**config.mk**
```make
export PLATFORM = sky130hd
export DESIGN_NAME = prefetch_queue
export DESIGN_NICKNAME = d
export VERILOG_FILES = /design/src/rtl/prefetch_queue.sv
export SDC_FILE = /design/constraint.sdc
export NUM_CORES = 1
export LEC_CHECK = 0
export ABC_CLOCK_PERIOD_IN_PS = 6660
export BUFFER_PORTS_ARGS = -buffer_cell sky130_fd_sc_hd__buf_2
export CORE_UTILIZATION = 61
export CTS_CLUSTER_SIZE = 40
export DETAILED_ROUTE_END_ITERATION = 12
export GPL_TIMING_DRIVEN = 0
export PLACE_DENSITY = 0.89
export SYNTH_ARGS = -nofsm -noshare
export SYNTH_HDL_FRONTEND = slang
export SYNTH_SLANG_ARGS = --single-unit
```
**constraint.sdc**
```tcl
create_clock -name clk -period 6.66 [get_ports clk]
set_input_delay 1.332 -clock clk [delete_from_list [all_inputs] [get_ports clk]]
set_output_delay 1.332 -clock clk [all_outputs]
set_load 0.05 [all_outputs]
```
**src/rtl/prefetch_queue.sv**
```systemverilog
// Sequential byte prefetcher: 4-phase MMU byte handshake feeding a DEPTH-entry FIFO.
// `byte` is a reserved word in SystemVerilog, so the MMU read-data port is named byte_in.
module prefetch_queue #(
   parameter int ADDR_SIZE = 32,
   parameter int DEPTH     = 8
) (
   input  logic                   clk,
   input  logic                   rst,
   output logic                   strb,
   output logic                   rw,
   output logic [ADDR_SIZE-1:0]   mar,
   input  logic                   mfc,
   input  logic [7:0]             byte_in,
   input  logic                   flush,
   input  logic [ADDR_SIZE-1:0]   flush_addr,
   input  logic                   q_pop,
   output logic [7:0]             q_byte,
   output logic                   q_valid,
   output logic [$clog2(DEPTH):0] count
);

   localparam int PW = $clog2(DEPTH);
   localparam int CW = PW + 1;
   localparam logic [CW-1:0] FULL = CW'(DEPTH);

   localparam logic [1:0] IDLE    = 2'd0;
   localparam logic [1:0] REQ     = 2'd1;
   localparam logic [1:0] RELEASE = 2'd2;

   logic [1:0]           state_q,   state_d;
   logic                 strb_q,    strb_d;
   logic [ADDR_SIZE-1:0] mar_q,     mar_d;
   logic [ADDR_SIZE-1:0] fptr_q,    fptr_d;
   logic                 discard_q, discard_d;
   logic [CW-1:0]        count_q,   count_d;
   logic [PW-1:0]        rd_ptr_q,  rd_ptr_d;
   logic [PW-1:0]        wr_ptr_q,  wr_ptr_d;
   logic [7:0]           mem_q [DEPTH];
   logic                 push;
   logic                 pop;

   // NOTE: every signal gets a default at the top of the block so no path leaves it unassigned (no latches).
   always_comb begin
      state_d   = state_q;
      strb_d    = strb_q;
      mar_d     = mar_q;
      fptr_d    = fptr_q;
      discard_d = discard_q;
      push      = 1'b0;

      case (state_q)
         IDLE: begin
            // Starting only below FULL reserves the slot the returning byte will use.
            if (!flush && (count_q < FULL)) begin
               state_d = REQ;
               strb_d  = 1'b1;
               mar_d   = fptr_q;
            end
         end
         REQ: begin
            if (mfc) begin
               state_d = RELEASE;
               strb_d  = 1'b0;
               if (!discard_q && !flush) begin
                  push   = 1'b1;
                  fptr_d = fptr_q + 1'b1;
               end
            end
         end
         RELEASE: begin
            if (!mfc) state_d = IDLE;
         end
         default: begin
            state_d = IDLE;
            strb_d  = 1'b0;
         end
      endcase

      pop = q_pop && (count_q != '0) && !flush;

      if (flush) begin
         fptr_d   = flush_addr;
         count_d  = '0;
         rd_ptr_d = '0;
         wr_ptr_d = '0;
         if (state_q != IDLE) discard_d = 1'b1;
      end else begin
         count_d  = count_q + CW'(push) - CW'(pop);
         rd_ptr_d = rd_ptr_q + PW'(pop);
         wr_ptr_d = wr_ptr_q + PW'(push);
      end

      if (state_d == IDLE) discard_d = 1'b0;
   end

   // NOTE: sequential state uses non-blocking assignments so every flop samples pre-edge values.
   always_ff @(posedge clk) begin
      if (rst) begin
         state_q   <= IDLE;
         strb_q    <= 1'b0;
         mar_q     <= '0;
         fptr_q    <= '0;
         discard_q <= 1'b0;
         count_q   <= '0;
         rd_ptr_q  <= '0;
         wr_ptr_q  <= '0;
      end else begin
         state_q   <= state_d;
         strb_q    <= strb_d;
         mar_q     <= mar_d;
         fptr_q    <= fptr_d;
         discard_q <= discard_d;
         count_q   <= count_d;
         rd_ptr_q  <= rd_ptr_d;
         wr_ptr_q  <= wr_ptr_d;
      end
   end

   // NOTE: the storage array is not reset; count_q alone decides which entries are visible.
   always_ff @(posedge clk) begin
      if (push && !rst) mem_q[wr_ptr_q] <= byte_in;
   end

   assign strb    = strb_q;
   assign rw      = 1'b1;
   assign mar     = mar_q;
   assign count   = count_q;
   assign q_valid = (count_q != '0);
   assign q_byte  = q_valid ? mem_q[rd_ptr_q] : 8'h00;

endmodule

```
# Yosys cells after proc, flatten, opt, wreduce, memory -nomap -nowiden
# Memory sizes are Yosys's and may differ from the RTL's. A register that Yosys moved wholly into a read port is not among the register bits.
# Cells that the tools add are included.
[word_totals]
register_bits = 78
ram_bits = 64
input_bits = 45
out_inout_bits = 47
n_memories = 1
[classes]
n_addsub = 5
n_lt_le_gt_ge = 1
n_eq_ne = 4
n_mux = 18
bitwise = 1
n_reduce_logical = 21
[memory_table]
columns = ["name", "depth", "word_bits", "read_ports", "rd_clocked_by_memory_dff", "write_ports", "line_no", "rtl"]
rows = [
  ["mem_q", 8, 8, 1, 1, 1, "38", "logic [7:0] mem_q [DEPTH];"],
]
[ops]
columns = ["operator", "n"]
rows = [
  ["32-bit two-way mux", 4],
  ["32-bit by 1-bit adder with 32-bit output, second input constant", 1],
  ["8-bit two-way mux", 1],
  ["2-bit nonzero test", 4],
  ["1-bit two-way mux", 7],
  ["3-bit by 1-bit adder with 3-bit output", 2],
  ["2-bit two-way mux", 3],
  ["2-bit case mux with 3 select lines", 1],
  ["3-bit AND reduction", 2],
  ["1-bit logical AND", 5],
  ["4-bit by 1-bit adder with 4-bit output", 1],
  ["2-bit zero test", 2],
  ["4-bit less-than comparator, second input constant", 1],
  ["2-bit != test, second input constant", 2],
  ["2-bit AND reduction", 2],
  ["4-bit nonzero test", 1],
  ["2-bit OR reduction", 2],
  ["4-bit by 1-bit subtractor with 4-bit output", 1],
  ["1-bit zero test", 3],
  ["3-bit two-way mux", 1],
  ["1-bit case mux with 3 select lines", 1],
  ["2-bit by 1-bit == test with 1-bit output, second input constant", 1],
  ["2-bit == test, second input constant", 1],
  ["1-bit NOT", 1],
]

# Logic depth before layout (Yosys ltp)
# Gate-level depths: netlist of the first run.
[depth]
depth_word = 8
depth_mapped = 12
depth_no_buf = 12

# Least setup slack after synthesis of the first run
# No wires, ideal clock.
[synth_path]
path_type = "register to output"
from = "register, netlist name rd_ptr_q[0]"
to = "output q_byte[0]"
arrival_ns = 2.076
path_slack_ns = 3.252
path_stages_with_launch = 6
cell_sequence = "dfxtp_1 clkbuf_1 buf_2 mux4_2 mux2i_1 nor2_1"
[synth_lines]
columns = ["item", "line_no", "rtl"]
rows = [
  ["end: declaration", "17", "output logic [7:0] q_byte,"],
]

==> metrics.md, run 1 <==
| Metric | Value |
|---|---|
| Via Count | ~5,400 |
| FF-to-FF path depth | 5 |
| Clock Sinks | 142 |
| Pin count of the biggest net entering global routing | 17 |
| Post_cts resized | 0 |
| Max FO, Critical Path | 10 |
| Slowest stage delay, CP | 620 ps |
| Crit Path Class | register to primary output |
| Vert. Die Dim | between 100 and 150 um |
| Core Util, Final | about three quarters |
| RSZ-0062 raised after global routing | false |
| Final Cycle Share | 64.9% |
| DIE WIDTH | approximately 100 um |
| Gpl congestion | around 0.89 |
| Worst-Margin Slew | roughly 1300 ps |
| First-pass GRT wire length | 25.6 mm |
| Crit path time final | 4330 ps |
| Slowest stage cell, crit path | clkbuf_1 |
| Pre-antenna DRT Iters | 7 |
| Post-synth EDFFs | 64 |
| Yosys reg bits | 142 |
| Vias in the first global route | a little over 5,000 |
| Row cnt | 36 |
| Mapped Cells | a little under 600 |
| Worst hold slack | 457 ps |
| Root buffer cell | clkbuf_8 |
| Synth top area cells | edfxtp_1 31%, dfxtp_1 25%, mux4_2 5.8% |
| Final setup vio count | 0 |
| Die area | between 10,000 and 15,000 um2 |
| Peak VDD IR | between 0.15 and 0.2 mV |
| Synthesis warning total | 0 |
| Max transition margin | 13.9% |
| Overall power | 2.05 mW |
| Pleak | 2.69 nW |
| DRT iter0 DRCs | 877 |
| Hold Crit Class | register to register |
| Internal reg-to-reg setup slack | 3450 ps |
| Most common cell in the netlist | nand2_1 |
| Io pins | 92 |
| Cell area after synthesis | 6270 um2 |
| Min-delay src | mar[24] |
| Syn_area_per_cell | 10.7 um2 |
| Worst EP required | 5330 ps |
| GR Util All Layers | 33.2% |
| Synth top area share | roughly 30% |
| Syn_nets | 637 |
| Area leader, netlist | edfxtp_1 |
| Initial core utilization | 63.5% |
| Highest clock rate | 231 MHz |
| Total CTS buffers | 17 |
| CP most frequent cell | buf_2 |
| CP startpoint kind | register |
| Seq/Total Area, Yosys | 55.6% |
| DP Area | 6900 um2 |
| Delay-heaviest family, CP | buffers and inverters |
| Clk_lat worst skew | 550 ps |
| DRC violations left | 0 |
| Final instance area | 7480 um2 |
| H-tree levels | 4 |
| Max-Cap Viols | 0 |
| Clock buffer depth | 2 |
| Setup Skew | 7.45 ps |
| Number of hold violations in the final report | 0 |
| Clock Pin Slew Worst Setup and Hold Paths | 60 ps |
| Top post-synthesis cells by count | 88 x nand2_1, 78 x dfxtp_1, 64 x edfxtp_1, 52 x nor2_1, 40 x a21oi_1 |
| Top_reg_cell synth | dfxtp_1 |
| Dpl cells | a little over 800 |
| Vias per cell | 6.46 |
| Async S/R FF share, synth | 0% |
| Core area | around 10000 um2 |
| CP Cell Sequence | clkbuf_1, buf_2, mux4_2, mux2i_1, nor2_1, buf_2 |
| Crit end category | primary output |
| Final max-slew violation count | 0 |
| N_diodes | 0 |
| Post-route ant nets | 0 |
| Worst slack, placed | 2560 ps |
| WL/cell | 19.9 um |
| Detailed-placement wirelength estimate | 11.2 mm |
| Crit path DAT | ~3000 ps |
| CTS tree | done |
| Setup Fix Bufs, Post-CTS | 0 |
| Setup TNS | 0 ps |
| Final wirelength | 16.8 mm |
| Share of cells above drive strength 1 | 22.3% |
| Worst setup margin | about 2300 ps |
| Outcome | completed |
| Grt ovf | 0 |
| CTS Hold Bufs | 0 |
| # nets final | 748 |
| FF-to-FF End | mem_q[1][5] |
| Non-filler cells, final | 840 |
| IO Port Bufs | 90 |
| Pwr dens | 274 nW/um2 |
| Hold path cells | 2 |
| Hold path endpoint | mar[24] |
| Netlist cell types | 57 |
| FF-to-FF Start | state_q[0] |
| Crit path buffers/inverters | 3 |
| Layout area overhead | 19.4% |
| Antenna violations before repair | 0 |
-- tightest hold or removal path: cells and delay by family (launching register included) --
kind               cells  cell delay (ps)
and+or+nand+nor        1               50
DFF                    1              310
AOI/OAI and AO/OA      1               50
-- cell usage in the layout, fill, tap and decap left out, drive strengths merged, types with 7 or more instances in the layout --
master | netlist | routed
edfxtp | 64 | 64
a21oi | 40 | 40
nand2 | 88 | 88
mux4 | 16 | 16
mux2i | 8 | 8
nor2 | 52 | 52
nor4 | 18 | 18
and4 | 9 | 9
clkbuf | 28 | 46
nand3 | 13 | 13
xnor2 | 12 | 12
buf | 11 | 102
nand4 | 11 | 11
and2 | 7 | 7
dfxtp | 78 | 78
a311oi | 10 | 10
a211oi | 12 | 12
nor3 | 7 | 7
inv | 18 | 26
ha | 8 | 8
-- final cells by class --
type | instances | area [um2]
Sequential cell | 142 | 3480
Multi-Input combinational cell | 384 | 2570
Fill cell | 614 | 2380
Buffer | 39 | 166
Timing Repair Buffer | 92 | 465
Clock buffer | 17 | 414
Inverter | 18 | 67.6
Tap cell | 133 | 166
Clock inverter | 15 | 149
-- cells by family (layout without fill, tap and decap cells) --
group	count (synthesis)	after routing	synth area share, %
flops	142	142	55.6
fa+ha+maj	9	9	1.92
compound gates	99	99	10.7
other cells	1	1	0.0598
buf+inv	57	181	3.73
xor+xnor	18	18	2.52
mux	24	24	7.03
simple gates	233	233	18.5
-- sequential cells by signal (all words and copies together), names as in the netlist --
signal     cells
strb           1
fptr_q        32
mem_q         64
rd_ptr_q       3
mar           32
state_q        2
discard_q      1
count          4
wr_ptr_q       3
-- per-layer routing --
metal  part of all wire [%]  GRT usage (%)  up-vias
li1                       -              -     2383
met1                     37           41.7     2519
met2                     46           51.3      431
met3                     12           10.3       95
met4                    4.7           18.5        0
met5                      0              0        -
-- report_power, final --
part           switching [mW]  internal, mW  total (mW)  leakage [nW]
Combinational           0.133        0.0557       0.189          1.21
Clock                   0.397         0.507       0.904         0.269
Sequential             0.0259         0.935       0.961          1.21
-- worst max-delay path by stage --
stage | from | to | slack [ps] | cells after the start
2_1_floorplan | rd_ptr_q[0] | q_byte[0] | 3250 | 5
3_3_place_gp | mfc | mem_q[0][3] | 2210 | 5
3_5_place_dp | mfc | mem_q[3][0] | 2560 | 5
4_1_cts | rd_ptr_q[0] | q_byte[4] | 2270 | 6
5_1_grt | rd_ptr_q[0] | q_byte[5] | 2160 | 6
6_report | rd_ptr_q[0] | q_byte[4] | 2330 | 6
Note: power is estimated with default switching activity, not from simulation.
==> run 2: changes to the inputs <==
ABC_AREA = 1   (was not set)
ABC_CLOCK_PERIOD_IN_PS = 4100   (was 6660)
CORE_UTILIZATION = 57   (was 61)
PLACE_DENSITY = 0.84   (was 0.89)
clock period = 4.1 ns   (was 6.66 ns; I/O delays follow)
==> run 2 against run 1 <==
Against the previous run:
- synthesized cell count increased by 37%
- wire length decreased by 2.1%
- sequential share of layout area decreased by 1.9 points
- first-iteration DRC count decreased by 51%
- core utilization decreased by 5.4 points
- combinational power increased by 110%
- total power increased by 68%
==> metrics.md, run 2 <==
| Metric | Value |
|---|---|
| Outcome | completed |
| DP Area | 7240 um2 |
| Worst-Margin Slew | approximately 1300 ps |
| DIE WIDTH | 110 um |
| Grt ovf | 0 |
| Synthesis warning total | 0 |
| Hold Crit Class | register to register |
| Io pins | between 90 and 100 |
| Grt peak-use layer | met2 |
| Commonest non-fill, non-tap cell in the layout | nand2_1 |
| Number of hold violations in the final report | 0 |
| Hold path cells | 2 |
| Delay-heaviest family, CP | buffers and inverters |
| Vias in the first global route | 5,537 |
| Synth top area cells | edfxtp_1 29%, dfxtp_1 24%, nand2_1 9.6% |
| Final instance area | approximately 7800 um2 |
| Netlist cell types | 37 |
| Layout area overhead | 18.0% |
| Gpl congestion | around 0.9 |
| Crit end category | primary output |
| Die area | roughly 12,000 um2 |
| FF-to-FF Start | state_q[0] |
| Post-route ant nets | 0 |
| Worst slack, placed | a little under 1000 ps |
| CP startpoint kind | register |
| Top_reg_cell synth | dfxtp_1 |
| Share of cells above drive strength 1 | roughly 18% |
| Top post-synthesis cells by count | 170 x nand2_1, 118 x nor2_1, 90 x o21ai_0, 78 x dfxtp_1, 64 x edfxtp_1 |
| Crit Path Class | register to primary output |
| Met3 Track Usage GR | 6.22% |
| GR Util met1 | 33.8% |
| Core area | 11,100 um2 |
| DRC violations left | 0 |
| RSZ-0062 raised after global routing | false |
| Final Cycle Share | 76.7% |
| Max-Cap Viols | 0 |
| Crit path DAT | 2330 ps |
| Async S/R FF share, synth | 0% |
| Post-synth EDFFs | between 60 and 70 |
| Final max-slew violation count | 0 |
| Mapped Cells | 797 |
| Vert. Die Dim | 110 um |
| Min-delay src | strb |
| Post_cts resized | 0 |
| Slowest stage delay, CP | 510 ps |
| Syn_area_per_cell | 8.30 um2 |
| Crit path buffers/inverters | 2 |
| Setup Skew | between 8 and 9 ps |
| Clock Sinks | 142 |
| Hold path endpoint | strb |
| Max transition margin | 15.5% |
| Clk_lat worst skew | roughly 420 ps |
| Area leader, netlist | edfxtp_1 |
| Worst hold slack | 459 ps |
| CTS Hold Bufs | 0 |
| FF-to-FF End | mem_q[6][3] |
| GR Util All Layers | between 20% and 30% |
| Worst EP required | 3280 ps |
| Peak VDD IR | 0.251 mV |
| Row cnt | 38 |
| Via Count | 5,855 |
| Top reg by flops | mem_q |
| IO Port Bufs | 89 |
| Initial core utilization | between 50% and 60% |
| Setup TNS | 0 ps |
| Core Util, Final | 70.5% |
| Root buffer cell | clkbuf_16 |
| Total CTS buffers | 17 |
| CTS tree | done |
| # nets final | 960 |
| Detailed-placement wirelength estimate | 11.6 mm |
| CP Cell Sequence | clkbuf_1, o21ai_0, o211ai_1, nand2_1, nor2_1, buf_2 |
| Most common cell in the netlist | nand2_1 |
| Internal reg-to-reg setup slack | 1610 ps |
| Seq/Total Area, Yosys | 52.7% |
| Max FO, Critical Path | 10 |
| Number of fill cells | 831 |
| Highest clock rate | roughly 320 MHz |
| N_diodes | 0 |
| WL/cell | approximately 15 um |
| Commonest cells after routing, fill and taps aside | 170 x nand2_1, 118 x nor2_1, 100 x buf_2, 90 x o21ai_0, 78 x dfxtp_1 |
| Crit path time final | between 3000 and 4000 ps |
| Global Route met2 Usage | 52.3% |
| H-tree levels | 4 |
| Clock Pin Slew Worst Setup and Hold Paths | ~60 ps |
| Total area of sequential cells | 3480 um2 |
| Pwr dens | 442 nW/um2 |
| Setup Fix Bufs, Post-CTS | 0 |
| Multi-input gate area | 2690 um2 |
| Cell area after synthesis | ~6600 um2 |
| Synth top area share | 29.1% |
| Worst setup margin | 954 ps |
| Pleak | 3.20 nW |
| Clock buffer depth | 2 |
| DRT iter0 DRCs | 426 |
| FF-to-FF path depth | 7 |
| Final setup vio count | 0 |
| Pin count of the biggest net entering global routing | 17 |
| Final wirelength | 16.4 mm |
| Max reg flops | 64 |
| First-pass GRT wire length | 26.3 mm |
| Pre-antenna DRT Iters | 5 |
| Slowest stage cell, crit path | dfxtp_1 |
| Yosys reg bits | roughly 140 |
| Vias per cell | 5.53 |
| Antenna violations before repair | 0 |
| Syn_nets | roughly 850 |
-- run 2: power breakdown --
part	total, mW	internal (mW)	leakage [nW]	switching [mW]
clock	1.48	0.895	0.262	0.586
sequential	1.57	1.53	1.22	0.0418
combinational	0.393	0.103	1.72	0.290
total	3.45	2.53	3.20	0.917
-- run 2: worst min-delay path: cells and delay by family, from the launching register on --
family | cells | cell delay (ps)
AOI/OAI and AO/OA | 1 | 50
DFF | 1 | 310
and+or+nand+nor | 1 | 60
-- run 2: layout make-up --
cell class	instances	share of cell area, %
Buffer	33	2.40
Clock buffer	22	5.69
Clock inverter	10	1.51
Inverter	67	3.22
Multi-Input combinational cell	555	34.5
Sequential cell	142	44.6
Tap cell	140	2.24
Timing Repair Buffer	90	5.80
-- run 2: layer usage --
layer,share of wire (%),up-vias,routed length (um)
met5,0,-,0
met1,40,2675,6530
li1,-,2872,-
met3,7.0,42,1150
met2,50,266,8270
met4,2.8,0,455
-- run 2: cells by family after synthesis --
| logic type | share of synthesized area, % |
|---|---|
| other | 0.0567 |
| adders and majority gates | 1.82 |
| buffers and inverters | 6.64 |
| DFF | 52.7 |
| xor gates and xnor gates | 0.530 |
| AOI/OAI and AO/OA | 13.9 |
| and+or+nand+nor | 24.4 |
-- run 2: worst max path at each step --
stage                      startpoint           to  slack (ps)  cells after the start
after global placement            mfc  mem_q[6][6]        1040                      8
after detailed placement          mfc  mem_q[3][5]         970                      8
after global routing      rd_ptr_q[1]    q_byte[2]         840                      6
after CTS                 rd_ptr_q[1]    q_byte[2]        1010                      6
after floorplan              count[2]    q_byte[0]        1090                      5
final                     rd_ptr_q[1]    q_byte[2]         950                      6
-- run 2: stage by stage --
stage | power (mW) | std cells
6_report | 3.45 | 1059
5_1_grt | 3.55 | 1059
3_5_place_dp | 1.99 | 1026
2_1_floorplan | 1.87 | 797
3_3_place_gp | 1.98 | 1026
4_1_cts | 3.45 | 1058
